## src/rtl/if_id_queue_pkg.sv

```systemverilog
// Shared constants for the IF/ID instruction queue.
// Latency: n/a (declarations only).
// Backpressure: n/a (declarations only).
package if_id_queue_pkg;

    // Default datapath width for PC and instruction words.
    localparam int unsigned IFQ_XLEN = 32;

    // addi x0,x0,0 -- presented on d_inst whenever the queue is empty.
    localparam logic [31:0] IFQ_NOP_INST = 32'h0000_0013;

    // Number of queue entries; occupancy and the 1-bit pointers are sized for this.
    localparam int unsigned IFQ_DEPTH = 2;

    typedef logic [1:0] occ_t;

    localparam occ_t IFQ_OCC_FULL = occ_t'(IFQ_DEPTH);

endpackage : if_id_queue_pkg

```

## src/rtl/if_id_queue.sv

```systemverilog
// Two-entry IF->ID skid queue of {pc, inst}; optional perf counters under IFQ_PERF_CNT_EN.
// Latency: 1 cycle from a push edge to the entry appearing on d_*.
// Backpressure: f_ready = !full from registered state only; no combinational path from d_ready.
module if_id_queue
    import if_id_queue_pkg::*;
#(
    parameter int unsigned      XLEN     = IFQ_XLEN,
    parameter logic [XLEN-1:0]  NOP_INST = XLEN'(IFQ_NOP_INST)
) (
    input  logic             clk,
    input  logic             rst,
    input  logic             f_valid,
    input  logic [XLEN-1:0]  f_pc,
    input  logic [XLEN-1:0]  f_inst,
    output logic             f_ready,
    input  logic             flush,
    input  logic             d_ready,
    output logic             d_valid,
    output logic [XLEN-1:0]  d_pc,
    output logic [XLEN-1:0]  d_inst,
`ifdef IFQ_PERF_CNT_EN
    output logic [31:0]      stall_cnt,
    output logic [31:0]      flush_cnt,
`endif
    output logic [1:0]       occupancy
);

    // Entry storage; contents are only meaningful while counted by occ_q.
    logic [XLEN-1:0] pc_q   [IFQ_DEPTH];
    logic [XLEN-1:0] inst_q [IFQ_DEPTH];

    logic wr_ptr_q, wr_ptr_d;
    logic rd_ptr_q, rd_ptr_d;
    occ_t occ_q,    occ_d;

    logic push;
    logic pop;

    // Handshake qualifiers; flush kills both transfers in the cycle it is seen.
    always_comb begin
        push = f_valid && f_ready && !flush;
        pop  = d_valid && d_ready && !flush;
    end

    // Outputs derive purely from registered state.
    always_comb begin
        f_ready   = (occ_q != IFQ_OCC_FULL);
        d_valid   = (occ_q != 2'd0);
        occupancy = occ_q;
        d_pc      = '0;
        d_inst    = NOP_INST;
        if (d_valid) begin
            d_pc   = pc_q[rd_ptr_q];
            d_inst = inst_q[rd_ptr_q];
        end
    end

    // Next-state for pointers and occupancy; flush returns the queue to its empty origin.
    always_comb begin
        wr_ptr_d = wr_ptr_q;
        rd_ptr_d = rd_ptr_q;
        occ_d    = occ_q;
        if (flush) begin
            wr_ptr_d = 1'b0;
            rd_ptr_d = 1'b0;
            occ_d    = 2'd0;
        end else begin
            if (push) begin
                wr_ptr_d = ~wr_ptr_q;
            end
            if (pop) begin
                rd_ptr_d = ~rd_ptr_q;
            end
            case ({push, pop})
                2'b10:   occ_d = occ_q + 2'd1;
                2'b01:   occ_d = occ_q - 2'd1;
                default: occ_d = occ_q;
            endcase
        end
    end

    // Control state register; reset outranks flush, push and pop.
    always_ff @(posedge clk) begin
        if (rst) begin
            wr_ptr_q <= 1'b0;
            rd_ptr_q <= 1'b0;
            occ_q    <= 2'd0;
        end else begin
            wr_ptr_q <= wr_ptr_d;
            rd_ptr_q <= rd_ptr_d;
            occ_q    <= occ_d;
        end
    end

    // Entry write on accepted push only, so held entries never change under stall.
    always_ff @(posedge clk) begin
        if (push && !rst) begin
            pc_q[wr_ptr_q]   <= f_pc;
            inst_q[wr_ptr_q] <= f_inst;
        end
    end

`ifdef IFQ_PERF_CNT_EN
    logic [31:0] stall_cnt_q;
    logic [31:0] flush_cnt_q;

    // Free-running wrap-around event counters for fetch stalls and redirects.
    always_ff @(posedge clk) begin
        if (rst) begin
            stall_cnt_q <= 32'd0;
            flush_cnt_q <= 32'd0;
        end else begin
            if (f_valid && !f_ready) begin
                stall_cnt_q <= stall_cnt_q + 32'd1;
            end
            if (flush) begin
                flush_cnt_q <= flush_cnt_q + 32'd1;
            end
        end
    end

    assign stall_cnt = stall_cnt_q;
    assign flush_cnt = flush_cnt_q;
`endif

endmodule : if_id_queue
```

## config.mk

```make
export PLATFORM = sky130hd
export DESIGN_NAME = if_id_queue
export DESIGN_NICKNAME = d
export VERILOG_FILES = /design/src/rtl/if_id_queue_pkg.sv /design/src/rtl/if_id_queue.sv
export SDC_FILE = /design/constraint.sdc
export NUM_CORES = 1
export LEC_CHECK = 0
export ABC_AREA = 1
export ABC_CLOCK_PERIOD_IN_PS = 10340
export CORE_AREA = 10 10 112 114
export CTS_CLUSTER_DIAMETER = 60
export DETAILED_ROUTE_END_ITERATION = 10
export DIE_AREA = 0 0 122 124
export HOLD_SLACK_MARGIN = 0.12
export MAX_ROUTING_LAYER = met4
export PLACE_DENSITY_LB_ADDON = 0.25
export SETUP_SLACK_MARGIN = 0.2
export SYNTH_ARGS = -nofsm -noshare
export SYNTH_HDL_FRONTEND = slang
export SYNTH_SLANG_ARGS = --single-unit
```

## constraint.sdc

```tcl
create_clock -name clk -period 10.34 [get_ports clk]
set_clock_uncertainty 0.05 [all_clocks]
set_input_delay 2.585 -clock clk [delete_from_list [all_inputs] [get_ports clk]]
set_output_delay 2.585 -clock clk [all_outputs]
set_load 0.01 [all_outputs]
```

After elaboration in Yosys (flattened, before gate mapping):

Memory sizes are Yosys's and may differ from the RTL's. A register that Yosys moved wholly into a read port is not among the register bits.
Cells that the tools add are included.

* equality and inequality tests: 3
* bitwise operators: 2
* muxes and demuxes: 9
* $add $sub $neg: 2
* reductions and logical operators: 10

Operators with widths (number)
* $mux W32: 2
* $mux W1: 6
* $logic_and A1 B1 Y1: 5
* $pmux W2 S2: 1
* $reduce_bool A2 Y1: 2
* $add A2 B1 Y2 const B: 1
* $eq A2 B1 Y1 const B: 1
* $eq A2 B2 Y1 const B: 1
* $logic_not A1 Y1: 2
* $ne A2 B2 Y1 const B: 1
* $not A1 Y1: 2
* $reduce_or A2 Y1: 1
* $sub A2 B1 Y2 const B: 1

* memories: 2
* bits in writable memories: 128
* word-level logic and storage cells: 31
* flip-flop bits (word level): 4
* input port bits: 69

Memory list
* inst_q: words 2, width 32, rd ports 1, clocked after Yosys merged registers in 1, write ports 1, line if_id_queue.sv:30 `logic [XLEN-1:0] inst_q [IFQ_DEPTH];`
* pc_q: words 2, width 32, rd ports 1, clocked after Yosys merged registers in 1, write ports 1, line if_id_queue.sv:29 `logic [XLEN-1:0] pc_q [IFQ_DEPTH];`

Longest topological paths before layout:

Gate-level depths: netlist (run 1).

* depth after elaboration: 6
* depth in mapped cells: 11

Least setup slack after synthesis (run 1):

No wires, ideal clock.

* kind: input to register
* start: input flush
* end: memory inst_q[0][0] in the netlist's numbering, enable pin
* cell stages on the path: 3
* library setup time: 0.565 ns
* buffers on the path: 0
* path slack: 2.460 ns
* data required time: 9.725 ns
* arrival: 7.264 ns
* cells stage by stage: nor2_1 -> inv_1 -> nor3_1

* longest elaborated chain between the ends: 5

Ends and longest elaborated chain
* start, declared: line if_id_queue.sv:16 `input logic flush,`
* $logic_not A1 Y1: line if_id_queue.sv:41 `push = f_valid && f_ready && !flush;`
* $logic_and A1 B1 Y1: line if_id_queue.sv:41
* $logic_and A1 B1 Y1: line if_id_queue.sv:97 `if (push && !rst) begin`
* $mux W1: line if_id_queue.sv:97
* $mux W1 (implied by the code): line if_id_queue.sv:99 `inst_q[wr_ptr_q] <= f_inst;`
* end, declared: line if_id_queue.sv:30

No other way between the ends.

Worst setup path in the final report (run 1):

* start: register occ_q[1] (netlist: occupancy[1])
* end: output d_inst[4]

* longest elaborated chain between the ends: 2

Ends and longest elaborated chain
* start, declared: line if_id_queue.sv:34 `occ_t occ_q, occ_d;`
* start signal, assigned: line if_id_queue.sv:87 `occ_q <= 2'd0;`
* start signal, assigned: line if_id_queue.sv:91 `occ_q <= occ_d;`
* $reduce_bool A2 Y1: line if_id_queue.sv:48 `d_valid = (occ_q != 2'd0);`
* $mux W32: line if_id_queue.sv:52 `if (d_valid) begin`
* end, declared: line if_id_queue.sv:20 `output logic [XLEN-1:0] d_inst,`

No other way between the ends.

==> results.md, run 1 <==
Die:
- The initial standard-cell utilization of the core is 49.3%.
- Measured along the x axis, the die boundary spans 122 µm.
- In this run the count of I/O pins placed on the die edge is 137.
- The core region is 10200 µm².
- In this run the vertical extent of the chip is between 100 and 150 µm.
- The die covers approximately 15000 µm².
- The initialized floorplan defines 37 standard-cell rows.

Power:
- Dividing total power by cell area gives a power density of 174 nW/µm².
- The static leakage power is 2.45 nW.
- IR analysis of the VDD net gives a maximum drop of 0.150 mV.

Critical path:
- The critical path data required time is roughly 7.7 ns.
- The worst setup path is captured at an output pin.
- The startpoint of the most critical setup path is occupancy[1].
- The class of the most critical setup path is flop to output pin.
- For flop-to-flop paths, the worst setup slack is 7.90 ns.
- The type of origin of the critical path is a flop.
- Data arrives at the worst endpoint at between 2 and 3 ns.
- In this run the critical register-to-register path is launched from occupancy[0].
- The maximum net fanout on the critical path is 37.
- In this run the critical register-to-register path is captured at pc_q[1][28].
- The worst register-to-register path has a depth of 7.

Synthesis:
- After synthesis, the cell types taking the most area are sky130_fd_sc_hd__edfxtp_1, sky130_fd_sc_hd__nand2_1, sky130_fd_sc_hd__a21oi_1, sky130_fd_sc_hd__dfxtp_1, sky130_fd_sc_hd__buf_6.
- The mean post-synth cell area is between 10 and 15 µm².
- The area share of the leading cell type in the synthesized netlist is 76.2%.
- Yosys mapped the design onto 16 distinct sky130hd cell types.
- The cell count after synthesis is 380.
- The simple-gate share of the synthesized area is around an eighth.
- In the synthesized netlist, mux cells make up 0% of the area.
- The synthesized net count is 450.
- Of the synthesized area, sequential elements account for between 70 and 80%.
- Summing every instance area after synthesis gives 5040 µm².
- The flop and latch count out of synthesis is 133.
- The largest area contributor in the synthesized netlist is sky130_fd_sc_hd__edfxtp_1.
- The post-synthesis adder-cell area fraction is 0.248%.
- The area share of xor/xnor cells in the synthesized design is 0%.
- By area, the combinational part of the netlist is dominated by simple AND/OR/NAND/NOR gates.
- The compound-gate portion of the synthesized area is 6.35%.
- The Yosys step of the flow raised 0 warnings.

Worst hold path:
- The worst min-delay path endpoint is rd_ptr_q.
- Along the worst hold path, the cell count comes to 2.
- The worst hold path begins at rd_ptr_q.
- The worst hold path class is flop to flop.

Routing:
- The count of TritonRoute iterations in the first routing pass is 5.
- The remaining antenna violation count is 0.
- The per-cell routed wire length is 17.1 µm.
- The remaining routing DRC violations is 0.
- After detailed routing, the number of vias per cell comes to approximately 4.9.
- The total routed wirelength is 11.4 mm.
- In this run, the number of DRC markers left after iteration 0 of detailed routing was 239.
- Detailed routing inserted a total of 3282 vias.

CTS:
- In this run, CTS created clock tree buffers numbering 17.
- The tree is rooted in a sky130_fd_sc_hd__clkbuf_8.
- The post-CTS resize count is 0.
- The number of hold buffers added after cts is 0.
- The CTS clock-pin slew for the worst setup and hold paths is 0.06 ns.
- The H-tree was split into 4 levels.
- The clock latency on the worst-skew pair is 0.49 ns.
- The number of sinks driven by the clock tree is 133.
- The longest clock path from root to sink contains 2 buffers.
- The number of buffers added for setup after CTS is 0.
- TritonCTS built the clock tree.

STA:
- The post-route setup TNS is 0 ns.
- Setup repair after global routing left no endpoint under its margin.
- The setup-violating endpoint count in the final report is 0.
- At the pin with the least slew margin, the transition time is 1.14 ns.
- The maximum frequency from static timing analysis is 189 MHz.
- In the post-route analysis, the smallest setup slack over all paths is 5.05 ns.
- Measured against its own limit, the worst slew margin works out to 23.7%.
- The part of the cycle the worst path needs is 51.1%.
- The number of max-slew violations in the final report is 0.
- Counting I/O delays and the setup requirement, the final critical path takes 5.29 ns.
- The count of final hold-check violations was 0.

Cells and area:
- The fraction of the core area covered by cells at the end of the flow is 68.8%.
- The finished cells cover 7040 µm².
- The area growth from synthesis to layout is 39.7%.
- The number of fill cells in the layout is 750.
- Cells with a size suffix above 1 make up 7.32% of the layout.
- The final layout contains 591 nets.
- The top cell types in the final layout, fill and taps aside, are sky130_fd_sc_hd__nand2_1, sky130_fd_sc_hd__clkdlybuf4s50_1, sky130_fd_sc_hd__edfxtp_1.
- 0 antenna diodes ended up in the layout.
- The leading cell type in the layout, fill and taps excluded is sky130_fd_sc_hd__nand2_1.
- For this run, the number of standard cells in the final layout without fillers is 669.

GRT:
- The maximum number of pins on one net before global-route repair is between 60 and 70.
- The initial antenna violation count is 0.
- The first global-routing pass estimated 17.7 mm of wire.
- The via count of the first global-routing pass is 3452.
- In the global route stage, overall resource usage came out at 15.4%.
- The total overflow left after global routing is 0.

Place:
- The placed cell area is 6490 µm².
- The routability congestion estimate is 0.745.
- The total instance count after detailed placement is 638.
- The detailed placer's ending HPWL is 7.40 mm.
- The worst slack after detailed placement is roughly 5.3 ns.
- The count of input and output buffers is about 140.

Status:
- The run finished with clean final reports.

Flow run:
- The number of max-cap violations is 0.
layout make-up:
class | instances | area [µm²] | share of cell area, %
Tap cell | 136 | 170 | 2.42
Inverter | 8 | 30.0 | 0.427
Clock buffer | 18 | 418 | 5.94
Multi-Input combinational cell | 220 | 945 | 13.4
Timing Repair Buffer | 141 | 1400 | 19.9
Clock inverter | 13 | 134 | 1.90
Sequential cell | 133 | 3950 | 56.0
flip-flops by register name (all words and copies together) (netlist names), named ones only:
signal	flops
pc_q	64
inst_q	64
wr_ptr_q	1
occupancy	2
rd_ptr_q	1
worst max-delay path by stage:
stage | cells after the start | to | slack (ns)
finish | 5 | d_inst[4] | 5.05
global route | 5 | d_inst[1] | 4.82
CTS | 5 | d_inst[1] | 4.99
detailed placement | 5 | pc_q[1][24] | 5.25
global placement | 5 | inst_q[1][2] | 5.28
floorplan | 3 | inst_q[0][0] | 2.46
kinds of logic after synthesis:
kind of cell | after synthesis
AOI/OAI and AO/OA | 64
adders and majority gates | 1
buffers and inverters | 27
DFF | 133
and+or+nand+nor | 155
stage by stage:
| step | hold slack [ns] | total power [mW] |
|---|---|---|
| 6_report | 0.459 | 1.23 |
| 4_1_cts | 0.456 | 1.24 |
| 2_1_floorplan | 0.415 | 0.640 |
| 3_3_place_gp | 0.434 | 0.688 |
| 3_5_place_dp | 0.443 | 0.689 |
| 5_1_grt | 0.489 | 1.27 |
synth_stat cells:
cell	n
sky130_fd_sc_hd__a21oi_1	63
sky130_fd_sc_hd__nand2_1	138
sky130_fd_sc_hd__buf_6	6
sky130_fd_sc_hd__nor3_1	1
sky130_fd_sc_hd__nand3_1	5
sky130_fd_sc_hd__or2_1	1
sky130_fd_sc_hd__inv_2	2
sky130_fd_sc_hd__buf_2	12
sky130_fd_sc_hd__inv_1	6
sky130_fd_sc_hd__o21ai_0	1
sky130_fd_sc_hd__dfxtp_1	5
sky130_fd_sc_hd__buf_4	1
sky130_fd_sc_hd__nor2_1	9
sky130_fd_sc_hd__ha_1	1
sky130_fd_sc_hd__edfxtp_1	128
sky130_fd_sc_hd__nor2_4	1
report_power, final:
group	internal, mW	switching, mW
combinational	0.0403	0.0324
clock	0.340	0.209
sequential	0.602	0.00263
layer usage:
metal,GRT usage [%],share of wire [%]
met1,17.0,39
met2,26.4,54
met3,4.52,5.5
met4,5.07,1.1
met5,-,0
worst max-delay path, stage by stage (launching register included):
cell and delay, ns:
sky130_fd_sc_hd__dfxtp_1 0.35, sky130_fd_sc_hd__nor2_4 0.52, sky130_fd_sc_hd__buf_4 0.48, sky130_fd_sc_hd__inv_2 0.13, sky130_fd_sc_hd__nand3_1 0.10, sky130_fd_sc_hd__clkdlybuf4s50_1 0.54
No activity file was read; power rests on OpenSTA's default activity.
==> inputs of run 2 (changes only) <==
ABC_CLOCK_PERIOD_IN_PS = 4900   (was 10340)
CORE_AREA = 10 10 114 116   (was 10 10 112 114)
DIE_AREA = 0 0 124 126   (was 0 0 122 124)
clock period = 4.9 ns   (was 10.34 ns; I/O delays follow)
==> run 2 against run 1 <==
Effect of this change:
- register-to-register slack worse by 5.3 ns
- utilization is 2.6 points lower
- largest power group unchanged
- sequential share of layout area fell by 0.35 points
- final area rose by 0.62%
- wire length is 3.8% higher
==> results.md, run 2 (synthesized netlist as in run 1, its figures left out) <==
Power:
- The cell-internal power is 2.17 mW (+120%).
- The combinational power share came to 5.8% (about the same).
- The net switching power of the design is 509 µW (+110%).
- The switching share of total power is 19.0% (-0.88 points).
- The peak supply drop is 0.210 mV (+40%).
- The share of power burned in registers is 47.7% (-1.6 points).
- The static leakage power is 2.47 nW (+1.1%).
- The sum of internal, switching and leakage power is 2.68 mW (+120%).
- The power per unit of standard cell area is 378 nW/µm² (+120%).
- The fraction of power consumed by the clock network is 46.5% (+1.7 points).

CTS:
- The number of buffers added for setup after CTS is 0 (unchanged).
- The number of levels the H-tree was split into is 4 (unchanged).
- The clock latency on the worst-skew pair was 0.51 ns (+0.02 ns).
- The number of sinks driven by the clock tree came to 133 (unchanged).
- The post-CTS resize count is 0 (unchanged).
- The number of hold buffers added after cts is 0 (unchanged).
- The number of clock buffers inserted by TritonCTS was 17 (unchanged).
- The maximum root-to-sink buffer count is 2 (unchanged).
- The cell at the root of the clock tree is sky130_fd_sc_hd__clkbuf_8.
- The CTS clock-pin slew for the worst setup and hold paths is 0.06 ns (about the same).
- The TritonCTS clock tree is yes.

Die:
- The vertical extent of the die is 126 µm (+1.6%).
- The width of the chip is 124 µm (+1.6%).
- The floorplan row count was 38 (+2.7%).
- The die footprint came to 15600 µm² (+3.3%).
- The initial standard-cell utilization of the core came to 47.1% (-2.1 points).
- The number of ports placed on the die boundary was 137 (unchanged).
- The core area is 10700 µm² (+4.6%).

STA:
- Setup repair after global routing left no endpoint under its margin.
- The setup-violating endpoint count in the final report came to 0 (unchanged).
- The post-route minimum period is approximately 4 ns.
- The transition at the pin with the smallest max-transition slack is 1.14 ns (+0.000184 ns).
- The final worst setup slack is 0.968 ns (-4.08 ns).
- The part of the cycle the worst path needs is around four fifths.
- Based on the critical path, the design can be clocked at up to 254 MHz.
- The final-layout worst hold slack was 0.456 ns (-0.00316 ns).
- The count of final hold-check violations is 0 (unchanged).
- The post-route setup TNS is 0 ns (unchanged).
- The number of max-slew violations in the final report is 0 (unchanged).
- The worst-case headroom to the max-slew limit is 23.6% (-0.12 points).

Cells and area:
- The library cells used most frequently in the layout, excluding fill and tap cells, are sky130_fd_sc_hd__nand2_1, sky130_fd_sc_hd__clkdlybuf4s50_1, sky130_fd_sc_hd__edfxtp_1.
- The share of cells above drive strength 1 is 6.93% (-0.39 points).
- The count of inserted antenna diode cells is 0 (unchanged).
- The summed area of non-filler cells in the final layout is 7080 µm² (+0.62%).
- The fraction of the core area covered by cells at the end of the flow came to 66.2% (-2.6 points).
- Relative to the synthesized area, the layout overhead comes to 40.5%.
- The library cell used most frequently in the layout, excluding fill and tap cells, is sky130_fd_sc_hd__nand2_1.
- The layout net count is 591 (unchanged).
- The number of fill cells in the layout came to 798 (+6.4%).
- The final standard cell count with taps included and fillers excluded is 674 (+0.75%).

Critical path:
- The maximum net fanout on the critical path is 36 (-2.7%).
- The class of the most critical setup path is flop to output pin.
- The type of origin of the critical path is a flop.
- The critical path ends at d_inst[25].
- The setup slack of the most critical reg-to-reg path was 2.56 ns (-5.34 ns).
- In this run the critical register-to-register path is captured at inst_q[1][18].
- The startpoint of the most critical setup path is occupancy[1].
- The number of cells on the worst reg-to-reg path is 7 (unchanged).
- The critical path data required time is 3.62 ns (-4.09 ns).
- The data arrival time of the worst path is 2.66 ns (about the same).
- STA classifies the critical path endpoint as an output pin.
- The worst reg2reg path startpoint is occupancy[0].

Place:
- The count of input and output buffers was 136 (unchanged).
- The placed cell area is 6500 µm² (+0.17%).
- The routability congestion estimate was 0.737 (-1.1%).
- The worst slack after detailed placement is 1.35 ns (-3.91 ns).
- The total instance count after detailed placement is 642 (+0.63%).
- The detailed placer's ending HPWL is 7.53 mm (+1.7%).

GRT:
- The met3 global-route usage was 4.02% (-0.50 points).
- The overall routing resource usage is 15.6% (+0.16 points).
- The global routing met2 resource utilization is 23.5% (-2.8 points).
- The met1 demand-to-capacity share in global routing is 19.1% (+2.1 points).
- The maximum number of pins on one net before global-route repair is 65 (unchanged).
- The first-pass GRT wire length came to 18.1 mm (+2.2%).
- The remaining global-route overflow came to 0 (unchanged).
- The via count of the first global-routing pass is 3462 (+0.29%).
- The global routing's busiest layer is met2.
- The initial antenna violation count came to 0 (unchanged).

Routing:
- The remaining antenna violation count came to 0 (unchanged).
- The per-cell via count in the routed design is 4.95 (+0.83%).
- The total routed wirelength is 11.9 mm (+3.8%).
- The number of DRC markers after the initial detailed-route iteration is 228 (-4.6%).
- The remaining routing DRC violations is 0 (unchanged).
- The per-cell routed wire length was 17.6 µm (+3.1%).
- The count of vias placed by the detailed router is 3334 (+1.6%).
- The count of TritonRoute iterations in the first routing pass is 4 (-1).

Worst hold path:
- The worst hold path class is flop to flop.

Status:
- The run finished with clean final reports.

Flow run:
- The number of max-cap violations was 0 (unchanged).
run 2: layout make-up:
type	instances	area (µm²)	share of cell area, %
clock buffer	19	422	5.95
tap	140	175	2.47
inverter	8	30.0	0.424
multi-input combinational	220	951	13.4
timing repair buffer	141	1400	19.7
clock inverter	13	163	2.30
sequential	133	3950	55.7
run 2: critical path, stage by stage, from the launching register on:
cell and delay (ns):
sky130_fd_sc_hd__dfxtp_1 0.36, sky130_fd_sc_hd__nor2_4 0.70, sky130_fd_sc_hd__buf_4 0.43, sky130_fd_sc_hd__a21oi_1 0.12, sky130_fd_sc_hd__clkdlybuf4s50_1 0.50
run 2: power by group through the flow:
stage | registers [mW] | clock network, mW | logic (mW)
2_1_floorplan | 1.30 | 0 | 0.0487
3_3_place_gp | 1.30 | 0 | 0.154
3_5_place_dp | 1.30 | 0 | 0.157
4_1_cts | 1.28 | 1.26 | 0.158
5_1_grt | 1.28 | 1.32 | 0.169
6_report | 1.28 | 1.25 | 0.156
run 2: metal layers:
metal  part of all wire (%)  wire length [µm]
met3                    8.4               994
met2                     47              5580
met5                      0                 0
met1                     42              5020
met4                    2.4               281
run 2: how the worst min path moves through the flow:
| stage | startpoint | to | slack, ns | depth (start not counted) |
|---|---|---|---|---|
| 6_report | rd_ptr_q | rd_ptr_q | 0.46 | 2 |
| 5_1_grt | rd_ptr_q | rd_ptr_q | 0.50 | 2 |
| 4_1_cts | rd_ptr_q | rd_ptr_q | 0.46 | 2 |
| 3_5_place_dp | rd_ptr_q | rd_ptr_q | 0.44 | 2 |
| 3_3_place_gp | rd_ptr_q | rd_ptr_q | 0.43 | 2 |
| 2_1_floorplan | rd_ptr_q | flop | 0.41 | 2 |
==> inputs of run 3 (changes only) <==
ABC_CLOCK_PERIOD_IN_PS = 4019   (was 4900)
clock period = 4.02 ns   (was 4.9 ns; I/O delays follow)
==> run 3 against run 2 <==
Effect of this change:
- final area is 0.51% higher
- critical path depth is 1 higher
- sequential share of layout area is 0.28 points lower
- critical endpoint is now d_pc[25]
- register-to-register slack worse by 0.61 ns
- sequential cell count stayed put
==> results.md, run 3 (synthesized netlist as in run 1, its figures left out) <==
Critical path:
- The worst setup path is launched from a flop.
- The worst setup path is captured at an output pin.
- The setup path with the least slack is of type flop to output pin.
- The critical path data required time was 2.96 ns (-0.66 ns).
- The maximum net fanout on the critical path is 33 (-8.3%).
- The data arrival time of the worst path came to 2.38 ns (-0.28 ns).
- The setup slack of the most critical reg-to-reg path was 1.95 ns (-0.61 ns).

Cells and area:
- The share of cells above drive strength 1 is 7.84% (+0.91 points).
- The library cell used most frequently in the layout, excluding fill and tap cells, is sky130_fd_sc_hd__nand2_1.
- The synthesis-to-finish area growth is 41.3%.
- Leaving out fill and tap cells, the most frequent cells in the layout are sky130_fd_sc_hd__nand2_1, sky130_fd_sc_hd__clkdlybuf4s50_1, sky130_fd_sc_hd__edfxtp_1.
- The number of fill cells in the layout is 788 (-1.3%).
- The layout net count is 593 (+0.34%).

Routing:
- The per-cell via count in the routed design is 4.86 (-1.7%).
- The total routed wirelength was 11.6 mm (-2.7%).
- Routed signal wires occupy layers up through met4.
- The count of TritonRoute iterations in the first routing pass is 4 (unchanged).
- The remaining antenna violation count is 0 (unchanged).
- The count of vias placed by the detailed router is 3291 (-1.3%).
- The met2 wire length was 5.47 mm (-2.0%).
- The number of DRC markers after the initial detailed-route iteration is 254 (+11%).
- The per-cell routed wire length is 17.1 µm (-3.1%).
- The remaining routing DRC violations is 0 (unchanged).
- The wire length on met3 is 1.05 mm (+5.9%).
- The met1 routed wirelength after detailed routing was 4.92 mm (-2.0%).

STA:
- The final-layout worst hold slack is 0.452 ns (-0.00405 ns).
- The setup-violating endpoint count in the final report is 0 (unchanged).
- The post-route setup TNS was 0 ns (unchanged).
- Setup repair after global routing left no endpoint under its margin.
- The transition at the pin with the smallest max-transition slack is 0.808 ns (-0.336 ns).
- The worst-case headroom to the max-slew limit is 46.0% (+22 points).
- The count of final hold-check violations was 0 (unchanged).
- Subtracting the final worst setup slack from the clock period gives 3.43 ns.
- The final critical path takes up 85.4% of the cycle.
- The number of max-slew violations in the final report came to 0 (unchanged).
- Derived from the worst setup path, the maximum achievable clock frequency is 291 MHz.

GRT:
- The overall routing resource usage was 15.1% (-0.44 points).
- The remaining global-route overflow is 0 (unchanged).
- The first-pass GRT wire length came to 17.7 mm (-2.3%).
- The maximum number of pins on one net before global-route repair was 65 (unchanged).
- The initial antenna violation count is 1 (+1).
- The via count of the first global-routing pass was 3485 (+0.66%).

CTS:
- The maximum root-to-sink buffer count was 2 (unchanged).
- The number of hold buffers added after cts is 0 (unchanged).
- The CTS clock-pin slew for the worst setup and hold paths is 0.06 ns (about the same).
- The clock latency on the worst-skew pair is 0.50 ns (about the same).
- The cell at the root of the clock tree is sky130_fd_sc_hd__clkbuf_8.
- The number of clock buffers inserted by TritonCTS is 17 (unchanged).
- The post-CTS resize count is 0 (unchanged).
- TritonCTS built the clock tree.
- The number of buffers added for setup after CTS is 0 (unchanged).
- The number of levels the H-tree was split into came to 4 (unchanged).
- The number of sinks driven by the clock tree is 133 (unchanged).

Status:
- The run finished with clean final reports.

Die:
- The initial standard-cell utilization of the core is 47.1% (unchanged).
- The vertical extent of the die was 126 µm (unchanged).
- The die footprint is 15600 µm² (unchanged).
- The width of the chip was 124 µm (unchanged).
- The number of ports placed on the die boundary is 137 (unchanged).
- The core area is 10700 µm² (unchanged).
- The floorplan row count is 38 (unchanged).

Worst hold path:
- In this run the worst hold path is classified as flop to flop.

Power:
- The power per unit of standard cell area was 453 nW/µm² (+20%).
- The static leakage power is 2.48 nW (+0.36%).
- The peak supply drop is 0.279 mV (+33%).

Place:
- The detailed placer's ending HPWL came to 7.49 mm (-0.48%).
- The routability congestion estimate is 0.735 (-0.34%).
- The count of input and output buffers was 136 (unchanged).

Flow run:
- The number of max-cap violations was 0 (unchanged).
-- run 3: changes by cell type in the layout (fill, tap and decap cells not counted), sizes merged --
cell	change
diode	+1
bufinv	-1
buf	+2
clkbuf	-2
clkinvlp	+3
-- run 3: where the power goes --
| group | switching, mW | internal, mW |
|---|---|---|
| combinational | 0.0863 | 0.106 |
| sequential | 0.00685 | 1.55 |
| clock | 0.545 | 0.934 |
-- run 3: area by class of cell --
type	count	area (µm²)	share of cell area, %
diodes	1	2.50	0.0351
clock buffers	17	414	5.82
clock inverters	15	164	2.30
inverters	8	30.0	0.422
multi-input cells	220	951	13.4
flip-flops and latches	133	3950	55.4
well taps	140	175	2.46
repair buffers	143	1440	20.2
-- run 3: per-layer routing --
layer,up-vias,global-route usage (%)
li1,1626,-
met1,1524,17.4
met2,130,23.8
met3,11,5.54
met4,0,5.56
met5,-,-
-- run 3: metrics by stage --
step	setup slack [ns]	instance area (µm²)	util [%]	total power [mW]	instances
finish	0.586	7120	66.6	3.23	677
CTS	0.515	7120	66.5	3.25	676
detailed placement	0.944	6540	61.1	1.78	644
global placement	0.992	6540	61.1	1.77	644
global route	0.401	7120	66.6	3.33	677
floorplan	0.520	5050	-	1.64	380
-- run 3: final timing paths --
| path | startpoint | endpoint | cells past startpoint |
|---|---|---|---|
| max | flop | d_pc[25] | 5 |
| min | rd_ptr_q | rd_ptr_q | 2 |
| max reg2reg | occupancy[1] | occupancy[1] | 10 |
| min reg2reg | rd_ptr_q | rd_ptr_q | 2 |
-- run 3: worst max-delay path, stage by stage, from the launching register on --
cell,delay [ns]
sky130_fd_sc_hd__dfxtp_2,0.32
sky130_fd_sc_hd__inv_2,0.45
sky130_fd_sc_hd__buf_12,0.26
sky130_fd_sc_hd__nand2_1,0.07
sky130_fd_sc_hd__a21oi_1,0.17
sky130_fd_sc_hd__clkdlybuf4s50_1,0.57
